--- config.mk ---
export PLATFORM = sky130hd
export DESIGN_NAME = sr_bank_ctrl
export DESIGN_NICKNAME = d
export VERILOG_FILES = /design/src/rtl/sr_bank_pkg.sv /design/src/rtl/rr_arbiter.sv /design/src/rtl/sr_bank_ctrl.sv
export SDC_FILE = /design/constraint.sdc
export NUM_CORES = 1
export LEC_CHECK = 0
export CORE_ASPECT_RATIO = 0.5
export CORE_MARGIN = 2
export CORE_UTILIZATION = 35
export DETAILED_ROUTE_END_ITERATION = 7
export DONT_BUFFER_PORTS = 1
export GPL_TIMING_DRIVEN = 0
export HOLD_SLACK_MARGIN = 0.08
export MAX_ROUTING_LAYER = met4
export PLACE_DENSITY_LB_ADDON = 0.3
export SYNTH_ARGS = -nofsm -noshare
export SYNTH_HDL_FRONTEND = slang
export SYNTH_SLANG_ARGS = --single-unit
export TNS_END_PERCENT = 30
--- constraint.sdc ---
create_clock -name clk -period 2.8 [get_ports clk]
set_input_delay 0.7 -clock clk [delete_from_list [all_inputs] [get_ports clk]]
set_output_delay 0.7 -clock clk [all_outputs]
set_load 0.03 [all_outputs]
--- src/rtl/sr_bank_pkg.sv ---
// -----------------------------------------------------------------------------
// sr_bank_pkg
// Shared definitions for the SR flag-bank controller and its arbiter.
//   OP_SET / OP_CLR : encoding of the per-requester operation bit.
//   state_t         : controller FSM states (ST_IDLE, ST_SWEEP).
//   CONFLICT_MAX    : saturation value of the optional redundant-op counter.
// -----------------------------------------------------------------------------
package sr_bank_pkg;

  localparam logic OP_SET = 1'b1;
  localparam logic OP_CLR = 1'b0;

  localparam logic [7:0] CONFLICT_MAX = 8'hFF;

  typedef enum logic {
    ST_IDLE  = 1'b0,
    ST_SWEEP = 1'b1
  } state_t;

endpackage

--- src/rtl/rr_arbiter.sv ---
// -----------------------------------------------------------------------------
// rr_arbiter
// Purely combinational round-robin arbiter. The search starts at requester
// 'ptr' and wraps modulo N; the first active request wins. The pointer
// register itself lives in the owning controller.
// Ports:
//   req    [N]  : request vector
//   ptr    [PW] : requester with highest priority this cycle (must be < N)
//   gnt    [N]  : one-hot grant, all zero when no request is active
//   winner [PW] : index of the granted requester (0 when nothing granted)
// -----------------------------------------------------------------------------
module rr_arbiter #(
  parameter int N  = 4,
  parameter int PW = (N > 1) ? $clog2(N) : 1
) (
  input  logic [N-1:0]  req,
  input  logic [PW-1:0] ptr,
  output logic [N-1:0]  gnt,
  output logic [PW-1:0] winner
);

  localparam logic [PW:0] NV = (PW+1)'(N);

  logic [PW:0] w_pos;
  logic        w_found;

  // w_pos carries one extra bit so ptr+k can exceed N before the wrap
  // subtraction; this keeps non power-of-two N correct.
  always_comb begin
    gnt     = '0;
    winner  = '0;
    w_found = 1'b0;
    w_pos   = '0;
    for (int k = 0; k < N; k++) begin
      w_pos = {1'b0, ptr} + (PW+1)'(k);
      if (w_pos >= NV) begin
        w_pos = w_pos - NV;
      end
      if (!w_found && req[w_pos[PW-1:0]]) begin
        w_found              = 1'b1;
        gnt[w_pos[PW-1:0]]   = 1'b1;
        winner               = w_pos[PW-1:0];
      end
    end
  end

endmodule

--- src/rtl/sr_bank_ctrl.sv ---
// -----------------------------------------------------------------------------
// sr_bank_ctrl
// Single writer of a bank of NFLAGS set/reset flags. In IDLE it grants at most
// one set/clear request per cycle using round-robin priority; a clear_all
// pulse starts a sweep that clears one flag per cycle from index 0 upwards.
//
// Ports:
//   clk          : rising-edge clock
//   reset        : synchronous, active-high reset
//   req_valid    [NREQ]      : per-requester request valid
//   req_op       [NREQ]      : per-requester op, 1 = set, 0 = clear
//   req_idx      [NREQ*IDXW] : requester i uses bits [i*IDXW +: IDXW]
//   req_ready    [NREQ]      : one-hot grant, request consumed this cycle
//   clear_all    : pulse that starts a bank-clear sweep
//   flags        [NFLAGS]    : registered flag bank
//   busy         : high while a sweep is in progress
//   conflict_cnt [8]         : saturating count of granted redundant ops
//                              (present only with SR_BANK_CTRL_CONFLICT_EN)
//
// Build option: define SR_BANK_CTRL_CONFLICT_EN to add conflict_cnt.
// -----------------------------------------------------------------------------
module sr_bank_ctrl
  import sr_bank_pkg::*;
#(
  parameter int NREQ   = 4,
  parameter int NFLAGS = 8,
  parameter int IDXW   = 3
) (
  input  logic                 clk,
  input  logic                 reset,
  input  logic [NREQ-1:0]      req_valid,
  input  logic [NREQ-1:0]      req_op,
  input  logic [NREQ*IDXW-1:0] req_idx,
  output logic [NREQ-1:0]      req_ready,
  input  logic                 clear_all,
  output logic [NFLAGS-1:0]    flags,
`ifdef SR_BANK_CTRL_CONFLICT_EN
  output logic [7:0]           conflict_cnt,
`endif
  output logic                 busy
);

  localparam int              RRW      = (NREQ > 1) ? $clog2(NREQ) : 1;
  localparam logic [IDXW-1:0] LAST_IDX = IDXW'(NFLAGS - 1);
  localparam logic [RRW-1:0]  LAST_REQ = RRW'(NREQ - 1);

  state_t            r_state;
  state_t            w_nextState;
  logic [RRW-1:0]    r_ptr;
  logic [RRW-1:0]    w_ptrNext;
  logic [IDXW-1:0]   r_sweepIdx;
  logic [NFLAGS-1:0] r_flags;

  logic              w_arbEn;
  logic              w_sweepStart;
  logic [NREQ-1:0]   w_arbReq;
  logic [NREQ-1:0]   w_gnt;
  logic [RRW-1:0]    w_winner;
  logic              w_grant;
  logic              w_op;
  logic [IDXW-1:0]   w_idx;

  // FSM state register
  always_ff @(posedge clk) begin
    if (reset) begin
      r_state <= ST_IDLE;
    end else begin
      r_state <= w_nextState;
    end
  end

  // Next state and state-decoded controls. clear_all wins over requests in
  // IDLE, and is ignored once the sweep is running.
  always_comb begin
    w_nextState  = r_state;
    w_arbEn      = 1'b0;
    w_sweepStart = 1'b0;
    busy         = 1'b0;
    case (r_state)
      ST_IDLE: begin
        if (clear_all) begin
          w_nextState  = ST_SWEEP;
          w_sweepStart = 1'b1;
        end else begin
          w_arbEn = 1'b1;
        end
      end
      ST_SWEEP: begin
        busy = 1'b1;
        if (r_sweepIdx == LAST_IDX) begin
          w_nextState = ST_IDLE;
        end
      end
      default: begin
        w_nextState = ST_IDLE;
      end
    endcase
  end

  // A grant during a reset cycle would be discarded by the reset edge, so
  // ready is held low to avoid telling a requester it was consumed.
  assign w_arbReq = req_valid & {NREQ{w_arbEn & ~reset}};

  rr_arbiter #(
    .N  (NREQ),
    .PW (RRW)
  ) u_arb (
    .req    (w_arbReq),
    .ptr    (r_ptr),
    .gnt    (w_gnt),
    .winner (w_winner)
  );

  assign req_ready = w_gnt;
  assign w_grant   = |w_gnt;
  assign w_op      = req_op[w_winner];
  assign w_idx     = req_idx[int'(w_winner)*IDXW +: IDXW];
  assign w_ptrNext = (w_winner == LAST_REQ) ? '0 : w_winner + RRW'(1);

  // Flag bank, round-robin pointer and sweep index. The sweep index wraps
  // back to zero after the last flag because NFLAGS is a power of two.
  always_ff @(posedge clk) begin
    if (reset) begin
      r_flags    <= '0;
      r_ptr      <= '0;
      r_sweepIdx <= '0;
    end else if (r_state == ST_SWEEP) begin
      r_flags[r_sweepIdx] <= OP_CLR;
      r_sweepIdx          <= r_sweepIdx + IDXW'(1);
    end else if (w_sweepStart) begin
      r_sweepIdx <= '0;
    end else if (w_grant) begin
      r_flags[w_idx] <= (w_op == OP_SET);
      r_ptr          <= w_ptrNext;
    end
  end

  assign flags = r_flags;

`ifdef SR_BANK_CTRL_CONFLICT_EN
  logic [7:0] r_conflictCnt;
  logic       w_redundant;

  assign w_redundant = w_grant && (w_op == r_flags[w_idx]);

  always_ff @(posedge clk) begin
    if (reset || w_sweepStart) begin
      r_conflictCnt <= '0;
    end else if (w_redundant && (r_conflictCnt != CONFLICT_MAX)) begin
      r_conflictCnt <= r_conflictCnt + 8'd1;
    end
  end

  assign conflict_cnt = r_conflictCnt;
`endif

endmodule

[Yosys cells after proc, flatten, opt, wreduce, memory -nomap -nowiden]
Cells that the tools add are included.
Storage, ports and cells
  input bits: 23
  register bits after elaboration: 14
  logic and storage cells: 113
  output and inout bits: 13
Operators by class
  bitwise logic cells: 10
  add/sub/neg operators: 9
  multipliers: 1
  reduce and logical (&&, ||, !) cells: 17
  shift-type cells: 1
  $lt $le $gt $ge: 17
  eq/ne operators: 3
  multiplexer cells: 51
Operators by type and width (number)
  $mux 8: 3
  $mux 1: 20
  $mux 2: 9
  $mux 4: 4
  $lt 2x3->1 const B: 5
  $or 4x4->4: 3
  $shiftx 12x5->3: 1
  $bmux 1 s2: 5
  $ge 3x3->1 const B: 3
  $logic_and 1x1->1: 9
  $and 8x8->8: 1
  $bwmux 8: 1
  $demux 1 s2: 4
  $ge 2x1->1 const B: 4
  $lt 3x4->1 const B: 2
  $not 8->8: 1
  $sub 2x1->2 const B: 4
  $add 2x2->3 const B: 2
  $demux 1 s3: 2
  $ge 3x1->1 const B: 2
  $mux 3: 2
  $and 4x4->4: 1
  $mul 2x2->4 const B: 1
  $reduce_bool 2->1: 2
  14 further kinds: 18

[Longest topological paths before layout]
  word-level depth: 26
  mapped depth: 11
  gate-level depth less buffers: 9

[By module]
Synthesis repeated with hierarchy kept, for this count alone.
Second synthesis, totals
  cell total of the unflattened synthesis: 171
  area total of the unflattened synthesis: 1491.4 um^2
By module, submodules not included
  sr_bank_ctrl: times used 1, seq. area each 280.3 um^2, cells each 106, area each 1002.2 um^2
  rr_arbiter: times used 1, seq. area each 0.0 um^2, cells each 65, area each 489.2 um^2

[Worst setup path before layout]
No wires, ideal clock.
  path type: flip-flop to output port
  start: register r_ptr[0]
  end: output req_ready[0]
  required time: 2100 ps
  data arrival time: 2300 ps
  cell stages (with the launch flop): 8
  setup slack: -200 ps
  path through: dfxtp_1 > buf_6 > inv_1 > ha_1 > mux4_2 > o32ai_1 > a21oi_1 > inv_1
On the way
  cells in the longest elaborated chain, start to end: 14
  elaborated cells on any way between the ends: 59
  those cells by class: 7 x add/sub; 12 x order compare; 27 x mux; 3 x bitwise; 10 x reduce/logical
RTL lines
  start, declared: line sr_bank_ctrl.sv:49  | logic [RRW-1:0] r_ptr;
  start signal, assigned: line sr_bank_ctrl.sv:134  | r_ptr <= w_ptrNext;
  branches (longest 13 deep; another with $add 2x1->3)
  $mux 4 *: line rr_arbiter.sv:39  | if (!w_found && req[w_pos[PW-1:0]]) begin
  end, declared: line sr_bank_ctrl.sv:34  | output logic [NREQ-1:0] req_ready,
Mark *: on every way between the ends. The select of a mux whose other input is x is not followed.

[Worst setup path in the final report]
Same ends and word-level chain as after synthesis.

==> impl_metrics.env <==
export IMPL_area_growth_pct=17.20
export IMPL_place_hpwl_mm=3.743
export IMPL_cts_buffers=3
export IMPL_clkTransAtPathRegs_ns=0.05
export IMPL_failed_checks="negative setup slack"
export IMPL_fmaxAchievable_ghz=0.3564
export IMPL_cts_num_sinks=14
export IMPL_dp_slack_ns=-0.2736
export IMPL_power_frac_clock_pct=22.0
export IMPL_setup_viol=2
export IMPL_dieArea_um2=6022
export IMPL_post_route_drc_count=0
export IMPL_ant_nets=0
export IMPL_syn_avg_cell_area_um2=8.122
export IMPL_synth_simple_area_share_pct=26.29
export IMPL_drt_iter0_drc=229
export IMPL_grt_usage_pct=17.26
export IMPL_cts_root_buffer="clkbuf_8"
export IMPL_p_comb_share_pct=47.8
export IMPL_max_slew_margin_rel_pct=54.99
export IMPL_core_um2=5045
export IMPL_cts_path_max_buffers=2
export IMPL_regArea_um2=287.8
export IMPL_period_needed_ns=2.806
export IMPL_clk_insertion_delay_late_ns=0.24
export IMPL_synthTopCellsByArea="dfxtp_1 (15%), mux2i_1 (9.0%), ha_1 (6.6%), o211ai_1 (6.4%), mux4_2 (3.6%)"
export IMPL_grt_pass1_vias=1728
export IMPL_synth_adder_area_share_pct=6.640
export IMPL_final_nets=284
export IMPL_grt_max_degree=11
export IMPL_grt_ovfl_total=0
export IMPL_cp_max_fo=4
export IMPL_drive_above_1_share_pct=25.30
export IMPL_grt_pass1_wl_mm=8.266
export IMPL_p_leak_nw=0.7786
export IMPL_yosys_warnings=0
export IMPL_postSynth_asyncResetShare_pct=0
export IMPL_switchingPower_mw=0.2724
export IMPL_synth_seq_cells=14
export IMPL_dr_pass1_iters=4
export IMPL_postCtsHoldBufs=0
export IMPL_finalCritPeriodShare_pct=100.2
export IMPL_swShare_pct=37.50
export IMPL_fin_skew_ns=0.0007189
export IMPL_wirelength_mm=5.123
export IMPL_via_per_inst=6.006
export IMPL_rsz0062_at_grt="true"
export IMPL_synth_top_family_by_area="compound AO/OA/AOI/OAI gates"
export IMPL_finalMaxSlewViolations=0
export IMPL_place_area_um2=1986
export IMPL_stdcell_area_um2=2208
export IMPL_synth_largest_type_area_fraction_pct=14.87
export IMPL_ys_seq_area_share_pct=14.87
export IMPL_hold_violations=0
export IMPL_cts_tree="built"
export IMPL_antenna_found_initial=0
export IMPL_synth_compound_area_share_pct=30.01
export IMPL_muxShareOfSynthArea_pct=13.21
export IMPL_dp_cells=302
export IMPL_status="complete, but fails checks"
export IMPL_multi_input_area_um2=1506
export IMPL_synth_flop_cell="dfxtp_1"
export IMPL_p_int_mw=0.4538
export IMPL_die_width_um=107.8
export IMPL_start_util_pct=37.35
export IMPL_routedWlPerCell_um=16.06
export IMPL_vdd_drop_max_uv=158.5
export IMPL_netlist_instances=232
export IMPL_io_pins=36
export IMPL_syn_nets=265
export IMPL_hold_path_class="in2reg"
export IMPL_synth_xor_area_share_pct=0.4648
export IMPL_utilization_pct=43.77
export IMPL_worstSetupEndpointType="output port"
export IMPL_h_tree_depth=1
export IMPL_std_cell_rows=18
export IMPL_yosysTopAreaCell="dfxtp_1"
export IMPL_syn_area_um2=1884
export IMPL_num_vias=1916
export IMPL_worst_slack_ns=-0.006011
export IMPL_synth_edf_count=0
export IMPL_synth_cell_types=57
export IMPL_portBuffers=0
export IMPL_gp_congestion=0.9041
export IMPL_nFillCells=503
export IMPL_die_h_um=55.89
export IMPL_timing_worst_setup_path_type="reg2out"
export IMPL_seq_power_share_pct=30.1
export IMPL_worstPathRequired_ns=2.10
export IMPL_worstPathArrival_ns=2.11
export IMPL_power_density_nw_per_um2=328.8
export IMPL_tightest_slew_ns=0.6726
export IMPL_antenna_cells=0
export IMPL_max_cap_violations=0
export IMPL_instances_no_fill=319
export IMPL_cp_start_kind="register"
export IMPL_holdWs_ns=0.6182
-- flip-flops by register name, summed over array words and instances (netlist names) --
name	flops
flags	8
r_ptr	2
r_state	1
r_sweepIdx	3
-- power groups by stage --
| stage | sequential (mW) | combinational, mW | clock (mW) |
|---|---|---|---|
| floorplan | 0.225 | 0.240 | 0 |
| global placement | 0.229 | 0.281 | 0 |
| detailed placement | 0.229 | 0.287 | 0 |
| CTS | 0.219 | 0.326 | 0.166 |
| global route | 0.219 | 0.376 | 0.176 |
| finish | 0.219 | 0.347 | 0.160 |
-- layer usage --
layer	GRT usage, %	wire [um]	vias to the layer above
met1	22.94	2322	909
met3	3.396	365	4
met5	-	0	-
met2	28.03	2400	74
li1	-	-	929
met4	2.198	34	0
-- cell families after synthesis --
| family | Yosys count |
|---|---|
| adder cells (fa/ha/maj) | 10 |
| AO/OA/AOI/OAI | 71 |
| buffers and inverters | 31 |
| multiplexers | 21 |
| XOR/XNOR | 1 |
| flip-flops | 14 |
| AND/OR/NAND/NOR | 84 |
-- critical path: stages (launching register included) --
cell and delay [ns]:
dfxtp_4 0.36, buf_8 0.10, clkinvlp_4 0.09, ha_4 0.30
mux4_2 0.56, o32ai_2 0.25, a21oi_2 0.07, inv_2 0.14
-- final timing paths --
check / cells after the start / slack [ns] / start / to
setup reg to reg: 12 / 0.08 / r_ptr[0] / flags[7]
setup / recovery: 7 / -0.006 / r_ptr[0] / req_ready[0]
hold reg to reg: 3 / 0.64 / r_sweepIdx[0] / r_sweepIdx[1]
hold / removal: 2 / 0.62 / clear_all / r_state
-- cell usage after synthesis, types with 3 or more instances --
| library cell | instances |
|---|---|
| a211oi_1 | 3 |
| a21o_1 | 3 |
| a21oi_1 | 11 |
| a22o_1 | 4 |
| buf_2 | 5 |
| buf_4 | 4 |
| buf_6 | 3 |
| dfxtp_1 | 14 |
| ha_1 | 10 |
| inv_1 | 15 |
| mux2i_1 | 17 |
| mux4_2 | 3 |
| nand2_1 | 17 |
| nand2b_1 | 7 |
| nand3_1 | 11 |
| nand4_1 | 8 |
| nor2_1 | 9 |
| nor2b_1 | 4 |
| nor3_1 | 4 |
| nor4_1 | 4 |
| o211ai_1 | 16 |
| o21ai_0 | 5 |
| o22ai_1 | 3 |
| o2bb2ai_1 | 3 |
| or2_0 | 3 |
| or3_1 | 3 |
-- cell usage in the layout, fill, tap and decap left out, types with 3 or more instances in the layout --
cell type / n
a21oi_2: 4
buf_6: 3
mux4_2: 3
o211ai_1: 16
inv_2: 4
ha_1: 9
or3_1: 3
nand4_1: 8
o21ai_0: 5
nand2b_1: 7
a21o_1: 3
a211oi_1: 3
o2bb2ai_1: 3
o22ai_1: 3
nor3_1: 4
a22o_1: 4
nand2_1: 17
inv_1: 9
buf_4: 17
buf_2: 3
dfxtp_1: 12
mux2i_1: 15
clkbuf_8: 3
nor2b_1: 4
a21oi_1: 9
nor2_1: 9
or2_0: 3
nand3_1: 11
-- stage by stage --
stage	TNS, ns	total power [mW]
detailed placement	-2.526	0.5167
global route	-0.2736	0.7711
global placement	-2.345	0.5105
CTS	-0.01758	0.7109
finish	-0.009220	0.7262
floorplan	0	0.4652
-- timing repair --
| action | CTS | global route |
|---|---|---|
| setup buffers | 10 | 4 |
| resized for setup | 13 | 9 |
| pin swaps | 4 | 3 |
| setup endpoints to repair | 14 | 11 |
-- layout make-up --
| cell class | instances | area share (%) |
|---|---|---|
| Buffer | 15 | 4.929 |
| Clock buffer | 3 | 1.870 |
| Inverter | 16 | 3.059 |
| Multi-Input combinational cell | 187 | 68.22 |
| Sequential cell | 14 | 13.03 |
| Tap cell | 70 | 3.966 |
| Timing Repair Buffer | 14 | 4.929 |
Power figures use the tool's default switching activity.
==> patch: new RTL, same settings <==
The option `SR_BANK_CTRL_CONFLICT_EN` is turned on by a define.
--- a/src/rtl/sr_bank_ctrl.sv
+++ b/src/rtl/sr_bank_ctrl.sv
@@ -21,2 +21,4 @@
 // -----------------------------------------------------------------------------
+`define SR_BANK_CTRL_CONFLICT_EN
+
 module sr_bank_ctrl
Check against the original RTL (old outputs only; new: conflict_cnt): equivalent (equiv_simple and equiv_induct, registers matched by name and starting in step).
==> patch against the unedited design <==
The flow still finishes with violations (setup timing). Area after synthesis is 14% higher. Sequential cell count grew 8. First-iteration DRC count shrank 33%. Routed wire length rose by 17%. Largest cell class unchanged. Cell count is 16% higher. Critical path depth up 9. Setup slack worse by 0.94 ns. Cell area up 29%.
Power is not compared: it rests on default switching activity, and its combinational part moved more than twofold at a synthesized area within 25%.
==> patch: results (changes against the unedited design) <==
Route
  – WL final: 5990 um (was 5120 um)
  – Via density: 5.90 (was 6.01)
  – Met3 WL post-DR: 291 um (was 365 um)
  – DRT iter0 DRCs: 153 (was 229)
  – Detailed-route wire length per cell: 16.2 um (was 16.1 um)
  – Metal2 WL: 2940 um (was 2400 um)
  – Post-Route M1 WL: 2710 um (was 2320 um)

GRT
  – Total track usage: 0.187 (was 0.173)
  – Global-route wire length before repair: 9890 um (was 8270 um)
  – GRT met3 Usage: 0.0256 (was 0.0340)
  – GR Util met2: 0.320 (was 0.280)
  – Largest net degree at the start of global routing: 14 (was 11)
  – Vias in the first global route: 2088 (was 1728)
  – Grt met1 use: 0.241 (was 0.229)

CTS
  – Clock Path Buffers: 2 (unchanged)
  – Worst skew pair latency: 0.26 ns (was 0.24 ns)
  – Root Driver: clkbuf_16 (was clkbuf_8)

Timing
  – Slew margin rel.: 0.659 (was 0.550)
  – Setup Viol. Count Final: 22 (was 2)
  – Sum Neg Setup Slack: -12.62 ns (was -0.00922 ns)
  – Setup ws final: -0.942 ns (was -0.00601 ns)
  – Worst Clk Skew: 0.00169 ns (was 0.000719 ns)

Place
  – GP Congestion: 0.838 (was 0.904)
  – Pre-CTS WS: -1.37 ns (was -0.274 ns)
  – Placed Cells: 341 (was 302)
  – HPWL Detailed: 4270 um (was 3740 um)

Run status
  – Status: finished, violations left (unchanged)
  – Failing checks: setup timing (unchanged)

Logic synthesis
  – Mean area per synthesized cell: 8.11 um2 (was 8.12 um2)
  – Syn nets: 297 (was 265)
  – Register area share after synthesis: 0.206 (was 0.149)
  – Ranking of synthesized cells by area: dfxtp_1, a21oi_1, ha_1 (was dfxtp_1, mux2i_1, ha_1)
  – Yosys top cell area share: 0.206 (was 0.149)
  – Commonest cells in the netlist: a21oi_1, dfxtp_1, nand2_1, nor2_1 (was mux2i_1, nand2_1, o211ai_1)
  – Yosys warnings: 0 (unchanged)
  – Post-synthesis cell type count: 64 (was 57)

Setup path
  – Worst EP arrival: 3.94 ns (was 2.11 ns)
  – Critical Path Source: r_ptr[1]$_SDFFE_PP0P_ (was r_ptr[0]$_SDFFE_PP0P_)
  – Crit-path max FO: 5 (was 4)

Power and ir drop
  – Largest vdd supply drop: 0.301 mV

Finish
  – Final net count: 327 (was 284)
  – Layout cells sized above 1: 0.331 (was 0.253)
-- patch: cell types whose count changed after synthesis, sizes merged, moves of 8 or more --
| cell | before | now |
|---|---|---|
| a21oi | 13 | 30 |
| dfxtp | 14 | 22 |
| inv | 15 | 5 |
| nor2 | 9 | 18 |
| o211ai | 16 | 3 |
| o21ai | 7 | 17 |
-- patch: final cells by class --
type / count / area [um2]
Fill cell: 572 / 3130
Multi-Input combinational cell: 221 / 1850
Sequential cell: 22 / 445
Timing Repair Buffer: 25 / 214
Buffer: 15 / 101
Clock buffer: 4 / 100
Tap cell: 77 / 96.3
Inverter: 6 / 38.8
-- patch: power by group through the flow --
stage	clock (mW)	combinational, mW	sequential [mW]
after floorplan	0	0.911	0.419
after global placement	0	1.07	0.431
after detailed placement	0	1.09	0.432
after CTS	0.386	1.57	0.408
after global routing	0.401	1.84	0.413
final	0.381	1.71	0.409
-- patch: critical path, cell delays in order (launching register included) --
cell	delay, ns
dfxtp_2	0.33
buf_6	0.10
clkinvlp_4	0.10
ha_4	0.29
mux4_2	0.57
nor3_4	0.20
buf_6	0.13
buf_4	0.09
o31a_1	0.14
a2bb2oi_1	0.14
o21ai_0	0.17
nand4_1	0.21
a2111oi_4	0.45
nor4_4	0.11
buf_4	0.18
nor4b_4	0.25
mux2i_1	0.19
-- patch: path summary, 6_finish.rpt --
kind	to	slack (ns)	depth (start not counted)
min reg2reg	conflict_cnt[4]$_SDFFE_PP0P_	0.63	2
max	conflict_cnt[5]$_SDFFE_PP0P_	-0.94	16
max reg2reg	conflict_cnt[5]$_SDFFE_PP0P_	-0.94	16
min	r_state$_SDFF_PP0_	0.62	2
-- patch: cell families (layout without fill, tap and decap cells) --
| group | count (synthesis) | after routing | share of synthesized area |
|---|---|---|---|
| AND/OR/NAND/NOR | 105 | 105 | 0.305 |
| XOR/XNOR | 2 | 2 | 0.00818 |
| multiplexers | 19 | 19 | 0.107 |
| buffers and inverters | 21 | 50 | 0.0526 |
| adder cells (fa/ha/maj) | 10 | 10 | 0.0584 |
| flip-flops | 22 | 22 | 0.206 |
| AO/OA/AOI/OAI | 85 | 85 | 0.264 |
-- patch: through the flow --
stage | cell area, um2 | hold slack [ns] | utilization
2_1_floorplan | 2180 | 0.574 | -
3_3_place_gp | 2280 | 0.613 | 0.381
3_5_place_dp | 2280 | 0.624 | 0.381
4_1_cts | 2750 | 0.619 | 0.459
5_1_grt | 2850 | 0.632 | 0.476
6_report | 2850 | 0.620 | 0.476
-- patch: what timing repair did --
action | in CTS | in global routing
endpoints found under the setup margin | 22 | 22
hold buffers | 0 | 0
cloned | 1 | 0
buffers inserted | 21 | 3
pin swaps | 33 | 22
gates resized for setup | 43 | 18
